### config.mk
export PLATFORM = sky130hd
export DESIGN_NAME = npc_ifu
export DESIGN_NICKNAME = d
export VERILOG_FILES = /design/src/rtl/npc_ifu.sv
export SDC_FILE = /design/constraint.sdc
export NUM_CORES = 1
export LEC_CHECK = 0
export ABC_AREA = 1
export CAP_MARGIN = 40
export CORE_MARGIN = 3
export CORE_UTILIZATION = 40
export CTS_BUF_LIST = sky130_fd_sc_hd__clkbuf_4 sky130_fd_sc_hd__clkbuf_8 sky130_fd_sc_hd__clkbuf_16
export CTS_CLUSTER_SIZE = 14
export DETAILED_ROUTE_END_ITERATION = 7
export PLACE_DENSITY_LB_ADDON = 0.12
export SLEW_MARGIN = 10
export SYNTH_ARGS = -nofsm -noshare
export SYNTH_HDL_FRONTEND = slang
export SYNTH_SLANG_ARGS = --single-unit
### constraint.sdc
create_clock -name clk -period 1.69 [get_ports clk]
set_clock_uncertainty 0.15 [all_clocks]
set_input_delay 0.338 -clock clk [delete_from_list [all_inputs] [get_ports clk]]
set_output_delay 0.338 -clock clk [all_outputs]
set_load 0.1 [all_outputs]
### src/rtl/npc_ifu.sv
// npc_ifu: instruction fetch stage, one outstanding imem request,
// valid/ready hand-off of {inst, pc, fault} to decode, PC redirects.
//
// Ports:
//   clk, rst          rising-edge clock, synchronous active-high reset
//   redirect_valid    load redirect_target (word aligned) as fetch PC
//   redirect_target   new PC, bits [1:0] ignored
//   imem_req_*        request channel (valid/ready, addr = current PC)
//   imem_rsp_*        one-cycle response pulse with data and fault
//   out_*             decode channel (valid/ready, inst, pc, fault)
module npc_ifu #(
  parameter int               XLEN     = 32,
  parameter logic [XLEN-1:0]  RESET_PC = 32'h8000_0000
) (
  input  logic            clk,
  input  logic            rst,
  input  logic            redirect_valid,
  input  logic [XLEN-1:0] redirect_target,
  output logic            imem_req_valid,
  input  logic            imem_req_ready,
  output logic [XLEN-1:0] imem_req_addr,
  input  logic            imem_rsp_valid,
  input  logic [31:0]     imem_rsp_data,
  input  logic            imem_rsp_err,
  output logic            out_valid,
  input  logic            out_ready,
  output logic [31:0]     out_inst,
  output logic [XLEN-1:0] out_pc,
  output logic            out_fault
);

  typedef enum logic [1:0] {
    REQ,
    WAIT,
    HOLD
  } state_t;

  state_t          state_q, state_d;
  logic [XLEN-1:0] pc_q, pc_d;
  logic            drop_q, drop_d;
  logic [31:0]     inst_q, inst_d;
  logic [XLEN-1:0] opc_q, opc_d;
  logic            fault_q, fault_d;
  logic [XLEN-1:0] tgt;

  assign tgt = {redirect_target[XLEN-1:2], 2'b00};

  always_ff @(posedge clk) begin
    if (rst) begin
      state_q <= REQ;
      pc_q    <= RESET_PC;
      drop_q  <= 1'b0;
      inst_q  <= '0;
      opc_q   <= '0;
      fault_q <= 1'b0;
    end else begin
      state_q <= state_d;
      pc_q    <= pc_d;
      drop_q  <= drop_d;
      inst_q  <= inst_d;
      opc_q   <= opc_d;
      fault_q <= fault_d;
    end
  end

  always_comb begin
    state_d        = state_q;
    pc_d           = pc_q;
    drop_d         = drop_q;
    inst_d         = inst_q;
    opc_d          = opc_q;
    fault_d        = fault_q;
    imem_req_valid = 1'b0;
    out_valid      = 1'b0;
    unique case (state_q)
      REQ: begin
        imem_req_valid = !redirect_valid;
        if (redirect_valid) begin
          pc_d = tgt;
        end else if (imem_req_ready) begin
          state_d = WAIT;
        end
      end
      WAIT: begin
        if (redirect_valid) begin
          pc_d   = tgt;
          drop_d = 1'b1;
        end
        if (imem_rsp_valid) begin
          // A redirect landing with the response also kills it.
          if (drop_q || redirect_valid) begin
            drop_d  = 1'b0;
            state_d = REQ;
          end else begin
            inst_d  = imem_rsp_data;
            opc_d   = pc_q;
            fault_d = imem_rsp_err;
            state_d = HOLD;
          end
        end
      end
      HOLD: begin
        out_valid = 1'b1;
        if (redirect_valid) begin
          pc_d    = tgt;
          state_d = REQ;
        end else if (out_ready) begin
          pc_d    = pc_q + XLEN'(4);
          state_d = REQ;
        end
      end
      default: begin
        state_d = REQ;
      end
    endcase
  end

  assign imem_req_addr = pc_q;
  assign out_inst      = inst_q;
  assign out_pc        = opc_q;
  assign out_fault     = fault_q;

endmodule

### Word-level counts from Yosys, hierarchy flattened

Index checks and enable logic that the tools add are counted.

* flip-flop bits (word level): 100
* input bits: 71
* output and inout bits: 99
* logic and storage cells: 39

* $add $sub $neg: 1
* eq/ne operators: 7
* mux-type cells: 16
* bitwise logic cells: 1
* reduce and logical (&&, ||, !) cells: 8

Operators with widths (count)
* $mux 32: 3
* $pmux 32 s2: 1
* $add 32x3->32 const B: 1
* $mux 2: 6
* $ne 2x2->1 const B: 3
* $pmux 2 s3: 1
* $reduce_and 3->1: 2
* $mux 1: 5
* $reduce_and 4->1: 1
* $ne 3x3->1 const B: 1
* $eq 2x1->1 const B: 1
* $eq 2x2->1 const B: 1
* $logic_not 2->1: 1
* $ne 2x1->1 const B: 1
* $reduce_bool 2->1: 1
* $reduce_or 2->1: 1
* $logic_not 1->1: 1
* $logic_or 1x1->1: 1
* $not 1->1: 1

### Longest topological paths before layout

Gate-level depths: netlist of the first run.

* word-level depth: 4
* depth in mapped cells: 10
* mapped depth without buffers: 10

### Worst setup path after synthesis of the first run

Ideal clock, no wire load.

* path kind: register to output
* start point: register state_q[1]
* end point: output imem_req_valid
* arrival time: 2.423 ns
* data required time: 1.202 ns
* slack: -1.221 ns
* stages on the path, launching flop included: 2
* buffers on the path: 0
* cells stage by stage: dfxtp_1 nor3_1

* longest elaborated chain between the ends: 2

RTL lines
* start: declaration: line 38 `state_t state_q, state_d;`
* start signal: assignment: line 57 `state_q <= state_d;`
* $logic_not 2->1: line 75 `unique case (state_q)`
* $mux 1: line 75
* end: declaration: line 19 `output logic imem_req_valid,`

Every way passes these cells.

### Worst setup path in the final report of the first run

* start point: register state_q[1]
* end point: output out_valid

* longest elaborated chain between the ends: 2

RTL lines
* $eq 2x2->1: line 75
* $mux 1: line 75
* end: declaration: line 25 `output logic out_valid,`

Every way passes these cells.

==> results of run 1 <==
## critical path, cell delays in order, from the launching register on
cell     delay (ns)
dfxtp_4        0.42
inv_4          0.05
nor2_4         0.09
buf_4          0.13
buf_12         0.16
## cell usage after synthesis, types with 2 or more instances
library cell,number
buf_6,2
nor3_1,3
o21ai_0,82
nand4_1,5
dfxtp_1,96
a31oi_1,3
xnor2_1,2
buf_4,11
inv_1,38
o21a_1,21
nand2_2,2
nor2_1,135
buf_2,9
a21oi_1,49
nand3_1,32
nand2_1,150
clkbuf_1,17
a21oi_2,2
o21ai_1,2
## what timing repair did
item                                    4_1_cts  5_1_grt
hold buffers                                  0        0
pin swaps                                     0       15
cloned                                        1        3
buffers inserted                              0        5
endpoints found under the setup margin       33       94
gates resized for setup                      10       62
## metrics by stage
stage	setup TNS [ns]	hold slack [ns]
after floorplan	-10.33	0.3038
after global placement	-20.88	0.3156
after detailed placement	-29.26	0.3429
after CTS	-0.04767	0.3518
after global routing	-0.7308	0.3888
final	0	0.3542
## power by group through the flow
stage	clock, mW	combinational [mW]	sequential (mW)
global placement	0	1.66	2.51
detailed placement	0	1.67	2.52
global route	2.17	1.81	2.48
finish	2.04	1.74	2.47
CTS	2.09	1.70	2.47
floorplan	0	0.349	3.09
## per-layer routing
layer | share of wire, % | vias to the layer above | GRT usage, %
li1 | - | 2598 | -
met1 | 39 | 2515 | 30.43
met2 | 50 | 262 | 44.89
met3 | 7.3 | 39 | 4.259
met4 | 3.0 | 0 | 10.58
met5 | 0 | - | 0
## how the worst min path moves through the flow
| stage | from | to | cells after the start |
|---|---|---|---|
| 3_3_place_gp | drop_q | drop_q | 2 |
| 2_1_floorplan | drop_q | drop_q | 2 |
| 3_5_place_dp | drop_q | drop_q | 2 |
| 4_1_cts | drop_q | drop_q | 2 |
| 6_report | drop_q | drop_q | 2 |
| 5_1_grt | drop_q | drop_q | 2 |
## layout make-up
type                       count  share of cell area, %
clock buffer                  10                  3.015
timing repair buffer         231                  39.21
multi-input combinational    502                  29.48
tap                          140                  2.110
clock inverter                 6                 0.5728
sequential                    96                  23.79
inverter                      39                  1.824
## logic make-up (layout without fill, tap and decap cells)
group | count (synthesis) | count (layout)
other cells | 1 | 4
flops | 96 | 96
fa+ha+maj | 1 | 1
buf+inv | 78 | 286
compound gates | 163 | 163
xor+xnor | 3 | 3
simple gates | 331 | 331
## registers in the layout, indices dropped and copies added (netlist names)
| register | count |
|---|---|
| out_inst | 32 |
| out_pc | 30 |
| state_q | 2 |
| imem_req_addr | 30 |
| drop_q | 1 |
| out_fault | 1 |
==> results.cfg, run 1 <==
[critical_path]
criticalPathCategory = reg2out
startpoint_type = flip-flop
startpoint = state_q[1]
reg2reg_slack_ns = 0.02
crit-reg2reg-capture = imem_req_addr[16]
end_kind = primary output
worstPathMaxFanout = 6
arrival_ns = 1.20
rr_worst_depth = 8
r2r-start = state_q[1]
crit_end = out_valid
crit_required_ns = 1.20

[final_layout]
drive_gt1_share_pct = 29.52
multi_input_area_um2 = 2447
final_cell_area_um2 = 8300
utilization_pct = 75.58
diodes = 0
final_cell_mix = 143 x nand2_1, 109 x nor2_1, 101 x buf_12, 78 x o21ai_0, 67 x clkdlybuf4s50_1
fin_cells = 1024
final_common_cell = nand2_1
final_nets = 951
nFillCells = 820
seqCellArea_um2 = 1974
areaGrowthSynthToFinish_pct = 82.96

[place]
dp_hpwl_um = 12280
pre_cts_ws_ns = -0.5297
port_buffers = 163
gp_congestion = 0.9248
dpl_cell_area_um2 = 7666
dp.cells = 1000

[pwr]
leakage_nw = 3.175
p_switching_mw = 2.100
p_per_area_nw_per_um2 = 753.4
irDropWorstVdd_uv = 572.2
internal-power_mw = 4.154
pwr-share-comb_pct = 27.9
p_total_mw = 6.254
pwr-share-clk_pct = 32.6
power.share.sequential_pct = 39.5
swShare_pct = 33.58

[synthesis]
synth-compound-area-share_pct = 19.66
synth_cells = 673
post-synth-top-area-cell = dfxtp_1
yosysTopAreaCellShare_pct = 42.36
ys_seq_area_share_pct = 42.36
avgSynthCellArea_um2 = 6.741
synthesis.area_um2 = 4537
synthXorXnorAreaFrac_pct = 0.5792
synth_top_family_by_area = simple AND/OR/NAND/NOR gates
ys_ff_latch = 96
synth_fa_ha_area_share_pct = 0.2758
synthMuxAreaShare_pct = 0
synth-simple-area-share_pct = 29.10
synth_edf_count = 0
yosysWarnings = 0
yosysUniqueCellTypes = 31
async_flop_share_pct = 0
synth_ff_type = dfxtp_1
synthTopCellsByArea = dfxtp_1 42%, nand2_1 12%, nor2_1 11%

[timing]
fin_crit_ns = 1.688
drv_slew = 0
setup_viol = 0
fmax_mhz = 592.4
setup_slack_ns = 0.002003
post-route-period-util_pct = 99.88
rsz0062_at_grt = true
finalHoldViolations = 0

[run]
cap_viol_max_count = 0

[clock_tree]
cts_root_buffer = clkbuf_16
path_clk_slew_ns = 0.07
tritoncts = built
htreeDepth = 3
cts_max_path_buffers = 2
cts.sinks = 96
clock_latency_ns = 0.34
cts_buffers = 9

[route]
ant_nets = 0
drc = 0
wl_per_cell_um = 16.85
vias = 5414
drt-initial-drc-count = 512
drt_pass1_iterations = 5
wl_um = 17250
via_per_inst = 5.287

[status]
status = complete, no violations

[global_routing]
grt_pass1_vias = 5179
grt_pass1_wl_um = 25860
grt_usage_pct = 25.39
grt_max_degree = 57
grt_overflow = 0
antenna_found_initial = 0

[floorplan]
ios = 170
die_x_um = 112.5
std_cell_rows = 38
dieArea_um2 = 12660
die_y_um = 112.5
initial_core_util_pct = 41.31
core_um2 = 10980

[hold_path]
min_path_type = reg2reg
No activity file was read; power rests on OpenSTA's default activity.
==> run 2: changes to the inputs <==
Settings changed: GPL_TIMING_DRIVEN from default to 0, TNS_END_PERCENT from default to 5.
==> run 2 against run 1 <==
  * The flow now finishes with violations (negative setup slack)
  * Total power increased by 7.8%
  * Sequential share of layout area down 1.6 points
  * Sequential power about the same
  * Global-route usage rose by 9.3 points
  * First-iteration DRC count rose by 39%
  * Sequential cell count is the same
  * Worst hold slack got worse by 0.018 ns
  * Final area rose by 9.4%
  * Fmax decreased by 7.2%
  * Clock power rose by 17%
  * Highest routed layer unchanged
==> results.cfg, run 2 (same netlist as run 1, synthesis figures left out) <==
[status]
status = finished, violations left
violations = negative setup slack

[clock_tree]
hold_buffers = 0
tritoncts = built
htreeDepth = 3
cts_buffers = 9
clock_latency_ns = 0.37
cts.sinks = 96
cts_max_path_buffers = 2
path_clk_slew_ns = 0.08
cts_root_buffer = clkbuf_16

[route]
via_per_inst = 5.645
drc = 0
ant_nets = 0
drt-initial-drc-count = 714
wl_um = 23140
drt_pass1_iterations = 5
wl_per_cell_um = 20.91
vias = 6249

[global_routing]
antenna_found_initial = 0
grt_usage_pct = 34.74
grt_max_degree = 18
grt_pass1_vias = 6180
grt_overflow = 0
grt_pass1_wl_um = 34320

[place]
dp.cells = 1074
dp_hpwl_um = 14650
gp_congestion = 0.9158
port_buffers = 163
pre_cts_ws_ns = -0.6742

[floorplan]
std_cell_rows = 38
dieArea_um2 = 12660
ios = 170
die_x_um = 112.5
initial_core_util_pct = 41.31
die_y_um = 112.5
core_um2 = 10980

[timing]
setup_slack_ns = -0.1282
finalHoldViolations = 0
fin_crit_ns = 1.818
worst_pin_slew_ns = 0.6721
fin_tns_setup_ns = -0.4670
fmax_mhz = 550.0
post-route-period-util_pct = 107.6
setup_viol = 13
drv_slew = 0
fin_hold_ws_ns = 0.3358
relSlewSlack_pct = 55.19
rsz0062_at_grt = true

[pwr]
irDropWorstVdd_uv = 655.7
p_per_area_nw_per_um2 = 742.2
leakage_nw = 3.675
p_total_mw = 6.740

[final_layout]
largest_reg_flops = 32
fin_cells = 1107
nFillCells = 631
diodes = 0
areaGrowthSynthToFinish_pct = 100.1
final_common_cell = nand2_1
final_nets = 1034
drive_gt1_share_pct = 29.16
final_cell_mix = 142 x nand2_1, 117 x nor2_1, 77 x buf_12, 71 x o21ai_0, 67 x clkdlybuf4s50_1

[critical_path]
end_kind = primary output
worstPathMaxFanout = 4
crit_required_ns = 1.20
arrival_ns = 1.33
startpoint = state_q[1]
startpoint_type = flip-flop
r2r-start = state_q[0]
criticalPathCategory = reg2out

[hold_path]
hold_path.startpoint = drop_q
min_path_type = reg2reg

[run]
cap_viol_max_count = 0
[run 2: cell types whose count changed in the layout (fill, tap and decap cells not counted), sizes merged]
cell,previous run,this run
clkinv,3,0
bufinv,0,2
dlygate4sd2,1,34
clkbuf,13,49
buf,160,139
dlymetal6s2s,0,1
clkdlybuf4s15,0,35
[run 2: path summary, 6_finish.rpt]
check / to / slack [ns] / cells after the start
setup / recovery: imem_req_valid / -0.13 / 3
hold / removal: drop_q / 0.34 / 2
setup reg to reg: out_pc[2] / -0.06 / 7
hold reg to reg: drop_q / 0.34 / 2
[run 2: repair_timing]
item | CTS | global route
setup buffers | 4 | 13
endpoints found under the hold margin | 0 | 0
pin swaps | 1 | 15
resized for setup | 271 | 137
gates cloned | 0 | 1
setup endpoints to repair | 189 | 145
[run 2: report_power, final]
group | internal (mW) | switching, mW | total, mW
combinational | 0.747 | 1.15 | 1.89
sequential | 2.34 | 0.120 | 2.47
clock | 1.37 | 1.01 | 2.38
[run 2: worst max-delay path: stages, from the launching register on]
cell and delay, ns:
dfxtp_4 0.37, buf_6 0.13, nor3_2 0.25, buf_12 0.21
[run 2: cell type report]
cell class | count | area, um2 | share of cell area (%)
Tap cell | 140 | 175.2 | 1.929
Sequential cell | 96 | 2012 | 22.16
Clock buffer | 11 | 246.5 | 2.715
Timing Repair Buffer | 275 | 3665 | 40.36
Buffer | 39 | 295.3 | 3.252
Inverter | 39 | 146.4 | 1.612
Clock inverter | 5 | 86.33 | 0.9508
Multi-Input combinational cell | 502 | 2454 | 27.02
[run 2: metal layers]
layer	vias to the layer above	part of all wire [%]	global-route usage (%)	wire length [um]
met5	-	0	0	0
met4	0	5.0	16.91	1153
met3	102	7.8	6.685	1798
met2	422	50	62.18	11680
met1	2958	37	39.44	8506
li1	2767	-	-	-
[run 2: through the flow]
stage | utilization (%) | instance area, um2
floorplan | - | 4586
global placement | 58.20 | 6392
detailed placement | 73.24 | 8044
CTS | 80.52 | 8843
global route | 82.67 | 9080
finish | 82.67 | 9080
